$ cat src/rtl/spi_flash_pkg.sv
// Shared types and constants for the SPI flash read controller.
package spi_flash_pkg;

    typedef enum logic [2:0] {
        ST_IDLE  = 3'd0,
        ST_START = 3'd1,
        ST_XFER  = 3'd2,
        ST_RECV  = 3'd3,
        ST_STOP  = 3'd4
    } state_t;

    localparam logic [7:0] CMD_READ      = 8'h03;
    localparam logic [7:0] CMD_FAST_READ = 8'h0B;
    localparam int         ADDR_BITS     = 24;
    localparam int         DATA_BITS     = 8;
    localparam int         DUMMY_BITS    = 8;

endpackage

$ cat src/rtl/spi_clk_div.sv
// SCK half-period tick generator; sck toggles on ticks only while toggle_en is set.
module spi_clk_div #(
    parameter int CLK_DIV = 2
) (
    input  logic clk,
    input  logic rst_n,
    input  logic en,
    input  logic toggle_en,
    output logic tick,
    output logic sck
);

    localparam logic [7:0] DIV_LAST = 8'(CLK_DIV - 1);

    logic [7:0] div_cnt;

    assign tick = en && (div_cnt == DIV_LAST);

    // Disabling clears the phase so every transaction starts from a full half-period.
    always_ff @(posedge clk or negedge rst_n) begin
        if (!rst_n) begin
            div_cnt <= 8'd0;
            sck     <= 1'b0;
        end else if (!en) begin
            div_cnt <= 8'd0;
            sck     <= 1'b0;
        end else begin
            div_cnt <= tick ? 8'd0 : div_cnt + 8'd1;
            if (tick && toggle_en) begin
                sck <= ~sck;
            end
        end
    end

endmodule

$ cat src/rtl/spi_flash_reader.sv
// Single-byte SPI flash reader (mode 0). Define SPI_FAST_READ_EN to use the
// 0x0B fast-read command with 8 dummy bits instead of the 0x03 read command.
//
// state | meaning
// IDLE  | cs_n high, waiting for a trigger rising edge
// START | cs_n low, command MSB on mosi, one half-period of setup
// XFER  | shifting command, address (and dummy bits) out MSB-first
// RECV  | sampling 8 data bits from miso on sck rising edges
// STOP  | cs_n high for one half-period before returning to IDLE
import spi_flash_pkg::*;

module spi_flash_reader #(
    parameter int CLK_DIV = 2
) (
    input  logic        clk,
    input  logic        rst_n,
    input  logic [23:0] spi_addr,
    input  logic        spi_trigger,
    output logic [7:0]  spi_data_out,
    output logic        spi_busy,
    output logic        spi_cs_n,
    output logic        spi_sck,
    output logic        spi_mosi,
    input  logic        spi_miso
);

`ifdef SPI_FAST_READ_EN
    localparam int XFER_BITS = 8 + ADDR_BITS + DUMMY_BITS;
`else
    localparam int XFER_BITS = 8 + ADDR_BITS;
`endif
    localparam logic [5:0] XFER_LAST = 6'(XFER_BITS - 1);
    localparam logic [5:0] RECV_LAST = 6'(DATA_BITS - 1);

    state_t                 state;
    logic                   trig_q;
    logic [5:0]             bit_cnt;
    logic [XFER_BITS-1:0]   tx_sr;
    logic [DATA_BITS-1:0]   rx_sr;
    logic                   tick;
    logic                   start;
    logic                   clk_en;
    logic                   toggle_en;

    assign start     = spi_trigger && !trig_q;
    assign clk_en    = (state != ST_IDLE);
    assign toggle_en = (state == ST_XFER) || (state == ST_RECV);

    // Zeros shift in behind the command, so mosi is 0 once XFER completes.
    assign spi_mosi  = tx_sr[XFER_BITS-1];

    spi_clk_div #(
        .CLK_DIV (CLK_DIV)
    ) u_clk_div (
        .clk       (clk),
        .rst_n     (rst_n),
        .en        (clk_en),
        .toggle_en (toggle_en),
        .tick      (tick),
        .sck       (spi_sck)
    );

    // trig_q resets high so a trigger already high at reset release is not an edge.
    always_ff @(posedge clk or negedge rst_n) begin
        if (!rst_n) begin
            state        <= ST_IDLE;
            trig_q       <= 1'b1;
            bit_cnt      <= 6'd0;
            tx_sr        <= '0;
            rx_sr        <= '0;
            spi_busy     <= 1'b0;
            spi_cs_n     <= 1'b1;
            spi_data_out <= 8'h00;
        end else begin
            trig_q <= spi_trigger;
            case (state)
                ST_IDLE: begin
                    if (start) begin
                        state    <= ST_START;
                        spi_busy <= 1'b1;
                        spi_cs_n <= 1'b0;
                        bit_cnt  <= 6'd0;
`ifdef SPI_FAST_READ_EN
                        tx_sr    <= {CMD_FAST_READ, spi_addr, {DUMMY_BITS{1'b0}}};
`else
                        tx_sr    <= {CMD_READ, spi_addr};
`endif
                    end
                end
                ST_START: begin
                    if (tick) begin
                        state <= ST_XFER;
                    end
                end
                ST_XFER: begin
                    if (tick && spi_sck) begin
                        tx_sr <= tx_sr << 1;
                        if (bit_cnt == XFER_LAST) begin
                            state   <= ST_RECV;
                            bit_cnt <= 6'd0;
                        end else begin
                            bit_cnt <= bit_cnt + 6'd1;
                        end
                    end
                end
                ST_RECV: begin
                    if (tick && !spi_sck) begin
                        rx_sr <= {rx_sr[DATA_BITS-2:0], spi_miso};
                    end else if (tick && spi_sck) begin
                        if (bit_cnt == RECV_LAST) begin
                            state        <= ST_STOP;
                            spi_cs_n     <= 1'b1;
                            spi_data_out <= rx_sr;
                        end else begin
                            bit_cnt <= bit_cnt + 6'd1;
                        end
                    end
                end
                ST_STOP: begin
                    if (tick) begin
                        state    <= ST_IDLE;
                        spi_busy <= 1'b0;
                    end
                end
                default: state <= ST_IDLE;
            endcase
        end
    end

endmodule

$ cat config.mk
export PLATFORM = sky130hd
export DESIGN_NAME = spi_flash_reader
export DESIGN_NICKNAME = d
export VERILOG_FILES = /design/src/rtl/spi_flash_pkg.sv /design/src/rtl/spi_clk_div.sv /design/src/rtl/spi_flash_reader.sv
export SDC_FILE = /design/constraint.sdc
export NUM_CORES = 1
export LEC_CHECK = 0
export BUFFER_PORTS_ARGS = -buffer_cell sky130_fd_sc_hd__buf_2
export CAP_MARGIN = 20
export CORE_MARGIN = 2
export CORE_UTILIZATION = 53
export DETAILED_ROUTE_END_ITERATION = 10
export GPL_TIMING_DRIVEN = 0
export PLACE_DENSITY = 0.74
export SYNTH_ARGS = -nofsm -noshare
export SYNTH_HDL_FRONTEND = slang
export SYNTH_SLANG_ARGS = --single-unit
$ cat constraint.sdc
create_clock -name clk -period 6.22 [get_ports clk]
set_input_delay 1.555 -clock clk [delete_from_list [all_inputs] [get_ports clk]]
set_output_delay 1.555 -clock clk [all_outputs]
set_load 0.01 [all_outputs]
==> flow_metrics.tcl, run 1 <==
set metrics [dict create \
    outcome "finished clean" \
    cts_root_buf "clkbuf_8" \
    period_share 0.425 \
    syn_to_final_growth_pct 15.8 \
    syn-cell-area_sq_um 3430 \
    finalSetupViolCount 0 \
    yosys_warnings 0 \
    grt_max_degree 70 \
    ys_ff_latch 69 \
    cp_slowest_cell "o41ai_4" \
    dpl.hpwl_um 4000 \
    synth.net_count 307 \
    grt_pass1_wl_um 10200 \
    cts-resized-gates 0 \
    crit_path_max_incr_delay_ns 0.51 \
    cts_setup_buffers 0 \
    async_flop_share 1.00 \
    final_util 0.628 \
    gr-total-overflow 0 \
    ant_nets 0 \
    skew_ns 0.00832 \
    dieArea_sq_um 7120 \
    dieHeight_um 84.4 \
    dr.pass1.iters 5 \
    synth_cell_type_count 48 \
    cts_made_buffers 9 \
    floorplan.initialDensity 0.543 \
    synthCells 276 \
    tightest_slew_ns 0.842 \
    cp_cell_sequence "inv_1, ha_1, or4b_1, buf_2, or2_4, o41ai_4, buf_6, mux2_4" \
    rsz0062_at_grt "false" \
    synth_ff_type "dfrtp_1" \
    antennaDiodeCount 0 \
    place_area_sq_um 3720 \
    holdWs_ns 0.496 \
    worstSetupPathType "flip-flop to flip-flop" \
    grt_pass1_vias 2250 \
    design_area_sq_um 3970 \
    htree_levels 3 \
    cts_buffer_depth 2 \
    hold_buffers 0 \
    cp-end-kind "flip-flop" \
    routed_via_density 5.47 \
    vias 2231 \
    gp_routability_congestion 0.861 \
    ir_drop_v 0.000161 \
    drv_cap 0 \
    insertion_delay_ns 0.33 \
    rows 29 \
    start_kind "flip-flop" \
    drt_iter0_drc 162 \
    final_nets 357 \
    arrival_ns 2.86 \
    hold_viol_final 0 \
    core_area_sq_um 6310 \
    cp.required_ns 6.44 \
    cts_tree "built" \
    min_period_ns 2.64 \
    fin_tns_setup_ns 0 \
    syn-mean-instance-area_sq_um 12.4 \
    avgRoutedWirePerCell_um 14.4 \
    synth_edf_count 0 \
    worstHoldPathType "flip-flop to flip-flop" \
    power.density_nw_per_um2 235 \
    path_clk_slew_ns 0.08 \
    fmax_ghz 0.378 \
    ios 40 \
    p_leak_nw 1.89 \
    slew_headroom 0.438 \
    track_usage 0.176 \
    cp_max_fo 10 \
    die_w_um 84.4 \
    drive_gt1_frac 0.402 \
    cts_sinks 69 \
    drv_slew 0 \
    antenna_found_initial 0 \
    seq_area_frac_synth 0.505 \
    wl_um 5890 \
    drc 0 \
    placement.io_buffers 39 \
]
[per-layer routing]
layer	up-vias	global-route usage	part of all wire
li1	1087	-	-
met1	1095	0.242	0.47
met2	43	0.281	0.47
met3	6	0.0482	0.045
met4	0	0.0476	0.0095
met5	-	0	0
[cell families (layout without fill, tap and decap cells)]
group,count (synthesis),in the layout,share of synthesized area
mux,71,71,0.256
xor+xnor,6,6,0.0153
buf+inv,30,85,0.0402
fa+ha+maj,3,3,0.0110
flops,69,69,0.505
simple gates,63,63,0.0939
compound gates,34,34,0.0789
[cell usage in the layout, fill, tap and decap left out, types with 2 or more instances in the layout]
cell        Yosys  layout
or2_2           2       2
mux2i_1         7       7
mux2_2         41      41
clkbuf_8        0       9
or3_1           4       4
inv_1          12      12
o31ai_1         5       5
and3_1          4       4
nor2_1         15      15
clkbuf_1       13      13
a2111oi_0       2       2
nor3b_1         2       2
o31a_1          2       2
nand4_1         2       2
xor2_1          2       2
buf_2           2      40
mux2_4         23      23
nand2b_1        3       3
o22ai_1         2       2
xnor2_1         4       4
nor3_1          3       3
o21ai_0         5       5
nand3_1         9       9
dfstp_2         2       2
nand2_1        13      13
buf_6           3       3
ha_1            3       3
a21oi_1         3       3
dfrtp_1        67      67
bufinv_16       0       3
a41oi_1         2       2
clkinvlp_4      0       2
[worst max-delay path, delay by kind of cell, from the launching register on]
| kind | cells | cell delay, ns |
|---|---|---|
| and+or+nand+nor | 2 | 0.71 |
| AOI/OAI and AO/OA | 1 | 0.51 |
| buffers and inverters | 3 | 0.48 |
| DFF | 1 | 0.40 |
| muxes | 1 | 0.31 |
| adders and majority gates | 1 | 0.12 |
[registers in the layout, summed over array words and instances, names as in the netlist]
| signal | count |
|---|---|
| tx_sr | 32 |
| rx_sr | 8 |
| spi_data_out | 8 |
| u_clk_div.div_cnt | 8 |
| bit_cnt | 6 |
| state | 3 |
| spi_busy | 1 |
| spi_cs_n | 1 |
| trig_q | 1 |
| u_clk_div.sck | 1 |
[synth_stat cells (all sizes together) (3+ instances only)]
master	number	area (sq um)
a21oi	3	15.0
and3	4	25.0
buf	5	43.8
clkbuf	13	48.8
dfrtp	67	1680
ha	3	37.5
inv	12	45.0
mux2	64	807
mux2i	7	70.1
nand2	13	48.8
nand2b	3	18.8
nand3	9	45.0
nor2	15	56.3
nor3	3	15.0
o21ai	6	30.0
o31ai	5	37.5
or2	3	21.3
or3	4	25.0
xnor2	4	35.0
[through the flow]
step,std cells,total power [mW],setup slack [ns]
after CTS,408,0.941,3.55
after floorplan,276,0.480,3.56
after global routing,408,0.965,3.46
after global placement,392,0.498,3.26
final,408,0.933,3.58
after detailed placement,392,0.500,3.34
[area by class of cell]
| type | instances | area [sq um] |
|---|---|---|
| fillers | 505 | 2350 |
| clock inverters | 7 | 123 |
| clock buffers | 9 | 124 |
| repair buffers | 39 | 198 |
| well taps | 77 | 96.3 |
| plain buffers | 18 | 92.6 |
| flip-flops and latches | 69 | 1730 |
| inverters | 12 | 45.0 |
| multi-input cells | 177 | 1560 |
[power by group]
part           switching (mW)  internal (mW)
clock network           0.175          0.268
registers             0.00364          0.455
logic                  0.0148         0.0162
total                   0.193          0.740
[worst paths after layout]
check / from / end / slack (ns) / cells after the start
min reg2reg: u_clk_div.div_cnt[0] / u_clk_div.div_cnt[0] / 0.50 / 1
min: u_clk_div.div_cnt[0] / u_clk_div.div_cnt[0] / 0.50 / 1
max reg2reg: u_clk_div.div_cnt[1] / tx_sr[15] / 3.58 / 8
max in group asynchronous: rst_n / tx_sr[11] / 4.34 / 1
max: u_clk_div.div_cnt[1] / tx_sr[15] / 3.58 / 8
min in group asynchronous: rst_n / u_clk_div.div_cnt[4] / 1.33 / 1
Power figures use the tool's default switching activity.
==> run 2: changes to the inputs <==
clock period = 2.59 ns   (was 6.22 ns; I/O delays follow)
==> flow_metrics.tcl, run 2 (synthesis results as in run 1) <==
set metrics [dict create \
    rows 29 \
    drv_slew 0 \
    placement.io_buffers 39 \
    grt_max_degree 70 \
    cts_made_buffers 9 \
    hold_viol_final 0 \
    fillers 487 \
    cp_max_fo 10 \
    ir_drop_v 0.000389 \
    cts_tree "built" \
    slew_headroom 0.440 \
    cts_sinks 69 \
    min_period_ns 2.55 \
    insertion_delay_ns 0.33 \
    drt_iter0_drc 228 \
    outcome "finished clean" \
    mostFrequentLayoutCells "67 x dfrtp_1, 41 x mux2_2, 39 x buf_2, 23 x mux2_4, 15 x nor2_1" \
    layout_commonest_cell "dfrtp_1" \
    path_clk_slew_ns 0.07 \
    cts_root_buf "clkbuf_8" \
    max_flop_register "tx_sr" \
    gp_routability_congestion 0.861 \
    r2r_cells 9 \
    grt_pass1_wl_um 10200 \
    post-place-ws_ns -0.0483 \
    cp-end-kind "flip-flop" \
    timing.rr.end "spi_data_out[7]" \
    ios 40 \
    drv_cap 0 \
    power.density_nw_per_um2 548 \
    track_usage 0.177 \
    tightest_slew_ns 0.840 \
    die_w_um 84.4 \
    dieArea_sq_um 7120 \
    wl_um 6190 \
    grt_pass1_vias 2252 \
    antenna_found_initial 0 \
    dp_cells 392 \
    core_area_sq_um 6310 \
    routed_via_density 5.50 \
    gr-total-overflow 0 \
    rsz0062_at_grt "true" \
    reg2reg_from "u_clk_div.div_cnt[1]" \
    floorplan.initialDensity 0.543 \
    fmax_ghz 0.392 \
    finalSetupViolCount 0 \
    dr.pass1.iters 4 \
    avgRoutedWirePerCell_um 14.9 \
    antennaDiodeCount 0 \
    holdWs_ns 0.426 \
    dpl.hpwl_um 4000 \
    period_share 0.985 \
    final_util 0.648 \
    worstHoldPathType "input port to async pin" \
    drc 0 \
    p_leak_nw 1.94 \
    skew_ns 0.00851 \
    dieHeight_um 84.4 \
    cp.required_ns 2.81 \
    arrival_ns 2.77 \
    htree_levels 3 \
    power.total_mw 2.24 \
    cts_buffer_depth 2 \
    final_nets 364 \
    start_kind "flip-flop" \
    fin_cells 415 \
    drive_gt1_frac 0.420 \
    timing.final.ws_setup_ns 0.0379 \
    vias 2281 \
    syn_to_final_growth_pct 19.4 \
    ant_nets 0 \
    worstSetupPathType "flip-flop to flip-flop" \
    largest_register_ffs 32 \
    rrSetupSlack_ns 0.04 \
]
[run 2: critical path, cell delays in order, from the launching register on]
cell,delay (ns)
dfrtp_1,0.40
inv_1,0.06
ha_1,0.13
or4b_4,0.45
buf_6,0.14
buf_4,0.13
nor3_1,0.30
and3_1,0.22
buf_2,0.25
mux2_2,0.36
[run 2: worst max-delay path by stage]
stage,start,to,slack [ns],depth (start not counted)
2_1_floorplan,u_clk_div.div_cnt[1],tx_sr[10],0.13,8
3_3_place_gp,u_clk_div.div_cnt[1],tx_sr[17],-0.03,8
3_5_place_dp,u_clk_div.div_cnt[1],tx_sr[17],-0.05,8
4_1_cts,u_clk_div.div_cnt[1],tx_sr[17],-0.01,9
5_1_grt,u_clk_div.div_cnt[1],tx_sr[9],-0.009,9
6_report,u_clk_div.div_cnt[1],spi_data_out[7],0.04,9
[run 2: layout make-up]
type | instances | area [sq um] | share of cell area
buffer | 17 | 113 | 0.0275
sequential | 69 | 1730 | 0.423
tap | 77 | 96.3 | 0.0236
inverter | 12 | 45.0 | 0.0110
timing repair buffer | 47 | 297 | 0.0725
multi-input combinational | 177 | 1560 | 0.382
clock inverter | 7 | 123 | 0.0300
clock buffer | 9 | 124 | 0.0303
[run 2: timing repair]
item	in CTS	in global routing
setup buffers	2	4
hold buffers	0	0
cloned	0	2
setup endpoints to repair	23	31
resized for setup	2	6
pin swaps	1	2
[run 2: per-stage QoR]
stage,area [sq um],setup TNS (ns)
after floorplan,3430,0
after global placement,3720,-0.612
after CTS,3990,-0.0792
after detailed placement,3720,-0.867
final,4090,0
after global routing,4090,-0.0651
[run 2: report_power, final]
part           total (mW)  switching [mW]  internal, mW
sequential           1.10         0.00880          1.09
clock                1.06           0.420         0.644
combinational      0.0747          0.0358        0.0389
total                2.24           0.464          1.78
[run 2: metal layers]
metal	GRT usage	routed length, um
met1	0.241	2800
met2	0.284	3020
met3	0.0482	316
met4	0.0476	56
met5	0	0
